`config.mk`:
```
export PLATFORM = sky130hd
export DESIGN_NAME = cache_ctrl
export DESIGN_NICKNAME = d
export VERILOG_FILES = /design/src/rtl/cache_pkg.sv /design/src/rtl/cache_array.sv /design/src/rtl/cache_ctrl.sv
export SDC_FILE = /design/constraint.sdc
export NUM_CORES = 2
export LEC_CHECK = 0
export CORE_MARGIN = 3
export CORE_UTILIZATION = 61
export CTS_CLUSTER_SIZE = 20
export DETAILED_ROUTE_END_ITERATION = 10
export PLACE_DENSITY = 0.79
export SETUP_SLACK_MARGIN = 0.05
export SLEW_MARGIN = 5
export SYNTH_ARGS = -nofsm -noshare
export SYNTH_HDL_FRONTEND = slang
export SYNTH_SLANG_ARGS = --single-unit
```
`constraint.sdc`:
```
create_clock -name clk -period 5.2 [get_ports clk]
set_input_delay 1.04 -clock clk [delete_from_list [all_inputs] [get_ports clk]]
set_output_delay 1.04 -clock clk [all_outputs]
set_load 0.02 [all_outputs]
```
`src/rtl/cache_pkg.sv`:
```
// Shared types and constants for the direct-mapped, write-through cache controller.
// Word addresses split as {tag[TW], index[IW], offset[OFF_W]}.
package cache_pkg;

    localparam int WIDTH           = 32;
    localparam int DEPTH           = 1024;
    localparam int WORDS_PER_BLOCK = 4;
    localparam int LINES           = 16;
    localparam int MEM_LAT         = 5;

    localparam int AW    = $clog2(DEPTH);
    localparam int IW    = $clog2(LINES);
    localparam int OFF_W = $clog2(WORDS_PER_BLOCK);
    localparam int TW    = AW - IW - OFF_W;
    localparam int BW    = WIDTH * WORDS_PER_BLOCK;
    localparam int CNT_W = $clog2(MEM_LAT);

    typedef enum logic [1:0] {
        IDLE,
        FILL,
        WRITE
    } state_t;

    typedef struct packed {
        logic          valid;
        logic [TW-1:0] tag;
        logic [BW-1:0] data;
    } line_t;

    function automatic logic [TW-1:0] addr_tag(input logic [AW-1:0] a);
        return a[AW-1 -: TW];
    endfunction

    function automatic logic [IW-1:0] addr_index(input logic [AW-1:0] a);
        return a[OFF_W +: IW];
    endfunction

    function automatic logic [OFF_W-1:0] addr_off(input logic [AW-1:0] a);
        return a[OFF_W-1:0];
    endfunction

endpackage

```
`src/rtl/cache_array.sv`:
```
// Tag / valid / data storage for the cache.
//   rd_index_i            combinational read of one line (valid, tag, block)
//   line_we_i + line_*    whole-line fill: writes tag and block, sets valid
//   word_we_i + word_*    single-word update of a resident line's data
// Only the valid bits are reset; tag and data contents are meaningless until
// their line is filled.
module cache_array
    import cache_pkg::*;
(
    input  logic             clk,
    input  logic             rstn,
    input  logic [IW-1:0]    rd_index_i,
    output logic             rd_valid_o,
    output logic [TW-1:0]    rd_tag_o,
    output logic [BW-1:0]    rd_data_o,
    input  logic             line_we_i,
    input  logic [IW-1:0]    line_index_i,
    input  logic [TW-1:0]    line_tag_i,
    input  logic [BW-1:0]    line_data_i,
    input  logic             word_we_i,
    input  logic [IW-1:0]    word_index_i,
    input  logic [OFF_W-1:0] word_off_i,
    input  logic [WIDTH-1:0] word_data_i
);

    logic [LINES-1:0] valid_q;
    logic [TW-1:0]    tag_q  [LINES];
    logic [BW-1:0]    data_q [LINES];

    always_ff @(posedge clk or negedge rstn) begin
        if (!rstn) begin
            valid_q <= '0;
        end else if (line_we_i) begin
            valid_q[line_index_i] <= 1'b1;
        end
    end

    // A fill and a word update never coincide; the fill wins if they did.
    always_ff @(posedge clk) begin
        if (line_we_i) begin
            tag_q[line_index_i]  <= line_tag_i;
            data_q[line_index_i] <= line_data_i;
        end else if (word_we_i) begin
            data_q[word_index_i][word_off_i*WIDTH +: WIDTH] <= word_data_i;
        end
    end

    assign rd_valid_o = valid_q[rd_index_i];
    assign rd_tag_o   = tag_q[rd_index_i];
    assign rd_data_o  = data_q[rd_index_i];

endmodule

```
`src/rtl/cache_ctrl.sv`:
```
// Direct-mapped, write-through, no-write-allocate cache between the core's
// load/store port and main_mem.
//   cpu_*   core side: request, store flag, word address, store data,
//           load data (valid on a non-stalled load), stall
//   mem_*   main_mem side: ren, wen, word address, write data, read block
// Read hits return in the request cycle. Misses and every store run a
// fixed-latency main_mem operation with the core stalled throughout.
//
// state | meaning
// IDLE  | serve load hits; launch fill on load miss, write on store
// FILL  | mem_ren held MEM_LAT cycles, block captured in the last one
// WRITE | mem_wen held MEM_LAT cycles, resident word updated in the last one
module cache_ctrl
    import cache_pkg::*;
(
    input  logic             clk,
    input  logic             rstn,
    input  logic             cpu_req,
    input  logic             cpu_we,
    input  logic [AW-1:0]    cpu_addr,
    input  logic [WIDTH-1:0] cpu_wdata,
    output logic [WIDTH-1:0] cpu_rdata,
    output logic             cpu_stall,
    output logic             mem_ren,
    output logic             mem_wen,
    output logic [AW-1:0]    mem_addr,
    output logic [WIDTH-1:0] mem_wdata,
    input  logic [BW-1:0]    mem_rblock
);

    state_t           state_q, state_d;
    logic [CNT_W-1:0] cnt_q, cnt_d;
    logic             done_q, done_d;

    logic [TW-1:0]    tag;
    logic [IW-1:0]    index;
    logic [OFF_W-1:0] off;
    logic             rd_valid;
    logic [TW-1:0]    rd_tag;
    logic [BW-1:0]    rd_data;
    line_t            line;
    logic             hit;
    logic             last;
    logic             line_we;
    logic             word_we;

    assign tag   = addr_tag(cpu_addr);
    assign index = addr_index(cpu_addr);
    assign off   = addr_off(cpu_addr);

    cache_array u_array (
        .clk          (clk),
        .rstn         (rstn),
        .rd_index_i   (index),
        .rd_valid_o   (rd_valid),
        .rd_tag_o     (rd_tag),
        .rd_data_o    (rd_data),
        .line_we_i    (line_we),
        .line_index_i (index),
        .line_tag_i   (tag),
        .line_data_i  (mem_rblock),
        .word_we_i    (word_we),
        .word_index_i (index),
        .word_off_i   (off),
        .word_data_i  (cpu_wdata)
    );

    assign line = {rd_valid, rd_tag, rd_data};
    assign hit  = line.valid && (line.tag == tag);
    assign last = (cnt_q == CNT_W'(MEM_LAT - 1));

    always_ff @(posedge clk or negedge rstn) begin
        if (!rstn) begin
            state_q <= IDLE;
            cnt_q   <= '0;
            done_q  <= 1'b0;
        end else begin
            state_q <= state_d;
            cnt_q   <= cnt_d;
            done_q  <= done_d;
        end
    end

    always_comb begin
        state_d   = state_q;
        cnt_d     = '0;
        done_d    = 1'b0;
        cpu_stall = 1'b0;
        cpu_rdata = '0;
        mem_ren   = 1'b0;
        mem_wen   = 1'b0;
        mem_addr  = '0;
        mem_wdata = '0;
        line_we   = 1'b0;
        word_we   = 1'b0;

        unique case (state_q)
            IDLE: begin
                if (cpu_req) begin
                    if (cpu_we) begin
                        // The core re-presents a finished store for one cycle
                        // so it can retire; done_q stops it being issued twice.
                        if (!done_q) begin
                            cpu_stall = 1'b1;
                            state_d   = WRITE;
                        end
                    end else if (hit) begin
                        cpu_rdata = line.data[off*WIDTH +: WIDTH];
                    end else begin
                        cpu_stall = 1'b1;
                        state_d   = FILL;
                    end
                end
            end

            FILL: begin
                cpu_stall = 1'b1;
                mem_ren   = 1'b1;
                mem_addr  = {tag, index, {OFF_W{1'b0}}};
                cnt_d     = cnt_q + 1'b1;
                if (last) begin
                    line_we = 1'b1;
                    cnt_d   = '0;
                    state_d = IDLE;
                end
            end

            WRITE: begin
                cpu_stall = 1'b1;
                mem_wen   = 1'b1;
                mem_addr  = cpu_addr;
                mem_wdata = cpu_wdata;
                cnt_d     = cnt_q + 1'b1;
                if (last) begin
                    // No-write-allocate: only a resident line is touched.
                    word_we = hit;
                    done_d  = 1'b1;
                    cnt_d   = '0;
                    state_d = IDLE;
                end
            end

            default: begin
                state_d = IDLE;
            end
        endcase
    end

endmodule

```
==> results.md <==
- Total CTS buffers: 201
- Final instance area: 0.0998 mm^2
- Fin crit share: 99.5%
- Starting Density: 61.9%
- Slew Limit Fails: 0
- Crit-path max FO: 23
- Peak supply drop: 0.000348 V
- Die width: 378 um
- Synth cell types: 44
- Crit path launch type: input pin
- H-tree Lvls: 4
- Most common cell after layout, fill and taps aside: edfxtp_1
- GRT Overall Usage: 39.0%
- # port buffers: 250
- Setup ws final: 0.0270 ns
- CP arrival: 4.13 ns
- DRC violation total after the first TritonRoute iteration: 8,683
- Final Skew: 0.0351 ns
- DR pass1 iterations: 6
- Net count after synthesis: 3,906
- Crit path time final: 5.17 ns
- Vias in the first global route: 45,646
- Detailed Place HPWL: 158,000 um
- Placed Cells: 5,876
- Num ports: 251
- Initial antenna violation count: 47
- Run status: finished clean
- Met2 usage: 55.6%
- Placed cell areas: 0.0931 mm^2
- Met1 usage: 48.9%
- CTS clk-pin slew, worst paths: 0.06 ns
- Via count: 46,607
- Endpoints failing setup: 0
- Grt total ovfl: 0
- TritonCTS Sinks: 2,134
- Fin nets: 4,507
- Synth Register Bits: 2,134
- CP endpoint kind: output pin
- Fillers: 7,088
- Global-route wire length before repair: 373,000 um
- Area Growth Syn to Fin: 18.0%
- Drt via density: 7.40
- Worst r2r path cells: 9
- Critical Path RT: 4.16 ns
- Routability-driven placement congestion ratio: 0.912
- CTS tree: built
- Rel. slew slack: 12.6%
- CP startpoint: cpu_addr[2]
- Worst-Skew Late Latency: 0.87 ns
- Worst setup path category: in -> out
- Layout cell share with drive strength beyond 1: 31.5%
- Die Y-Extent: 378 um
- GR Util met3: 17.1%
- Post-synth ARST share: 1.03%
- Final WL: 272,000 um
- Core Area: 0.136 mm^2
- Worst slew pin tran: 1.27 ns
- Total power: 36,200 uW
- HP Class: reg -> reg
- Sequential area share after synthesis: 75.7%
- Fin. Hold Viols: 0
- Hold Slack: 0.465 ns
- Max_cap viols: 0
- HP Start: cnt_q[0]
- Flop2flop setup slack: 1.21 ns
- Synth warnings: 0
- Largest net degree at the start of global routing: 58
- DRC viols: 0
- Worst slack at placement: -0.214 ns
- Gate Count Post-Synth: 3,721
- Post-synth top flop: edfxtp_1
- # hold bufs at CTS: 0
- CTS Buffer Depth: 3
- Cell Count, Final, Fillers Out: 6,298
- Mapped cell area: 0.0845 mm^2
- Grt peak-use layer: met2
- Reg-to-Reg End: u_array.data_q[11][55]
- Most frequent cells in the layout: edfxtp_1 (2,112), mux4_2 (683), buf_4 (224)
- DR WL/cell: 43.3 um
- Row count: 135
- Area of the die: 0.143 mm^2
- Avg Cell Area, Syn: 22.7 um^2
- P_leak: 0.0329 uW
- RSZ-0062 raised after global routing: yes
- Root Buffer: clkbuf_16
- Antenna viol nets, final: 0
- Cell Pwr Density: 363 mW/mm^2
- Worst setup path end: cpu_rdata[6]
- Max Clk Rate: 193 MHz
- FF-to-FF Start: u_array.tag_q[10][3]
- Post-synth EDFFs: 2,112
## per-layer routing
layer	up-vias	wire length, um
met5	-	562
met4	34	22000
met3	1029	46800
met2	5202	121000
met1	23512	82000
li1	16830	-
## critical path: stages
cell and delay (ns):
buf_16 0.21, buf_16 0.23, buf_4 0.16, buf_4 0.19, mux4_2 0.54, mux4_2 0.64
mux4_2 0.57, nor2b_1 0.17, dlygate4sd2_1 0.33
## cell type report
type	instances	area, um^2	area share [%]
antenna	38	95.1	0.0953
clock buffer	244	5300	5.31
clock inverter	116	956	0.958
inverter	134	503	0.504
multi-input combinational	1246	19900	19.9
sequential	2134	64000	64.1
tap	1781	2230	2.23
timing repair buffer	605	6820	6.84
## repair_timing
| item | 4_1_cts | 5_1_grt |
|---|---|---|
| buffers inserted | 3 | 19 |
| cloned | 2 | 0 |
| setup endpoints to repair | 32 | 8 |
| resized for setup | 49 | 6 |
## logic make-up after synthesis
group	Yosys count	synth area share, %
adder cells (fa/ha/maj)	11	0.163
multiplexers	837	20.0
XOR/XNOR	4	0.0414
AO/OA/AOI/OAI	88	0.638
flip-flops	2134	75.7
AND/OR/NAND/NOR	306	1.74
buffers and inverters	341	1.72
## flip-flops by register name (all words and copies together), names as in the netlist
signal           flops
u_array.data_q    2048
u_array.tag_q       64
done_q               1
cnt_q                3
state_q              2
u_array.valid_q     16
## where the power goes
| group | switching [uW] | internal, uW |
|---|---|---|
| Clock | 6420 | 7950 |
| Combinational | 1710 | 1140 |
| Sequential | 19.5 | 18900 |
| Total | 8160 | 28000 |
## cell usage after synthesis, types with 6 or more instances
cell type  count  area, um^2
edfxtp_1    2112       63400
nor2_1        26        97.6
and2_1        42         263
nor2b_1       43         269
a21oi_1       65         325
mux4_2       683       15400
nand3_1        8        40.0
clkbuf_1     120         450
or2_2         16         100
nand2_1      149         559
nand2b_1       6        37.5
buf_1         10        37.5
buf_2         64         320
mux2i_1      146        1460
buf_6         11         124
dfrtp_1       22         551
ha_1          11         138
inv_1        133         499
## worst min path at each step
stage / cells after the start / end / slack, ns
floorplan: 1 / u_array.valid_q[12] / 0.43
global placement: 1 / u_array.valid_q[5] / 0.45
detailed placement: 1 / u_array.valid_q[12] / 0.44
CTS: 1 / u_array.valid_q[14] / 0.47
global route: 1 / u_array.valid_q[11] / 0.49
finish: 1 / cnt_q[0] / 0.47
## metrics by stage
| step | utilization (%) | setup TNS (ns) |
|---|---|---|
| final | 73.1 | 0 |
| after global routing | 73.1 | 0 |
| after CTS | 72.9 | -0.0134 |
| after detailed placement | 68.2 | -4.10 |
| after global placement | 68.2 | -3.31 |
| after floorplan | - | -169.06 |
(Power assumes the default switching activity.)
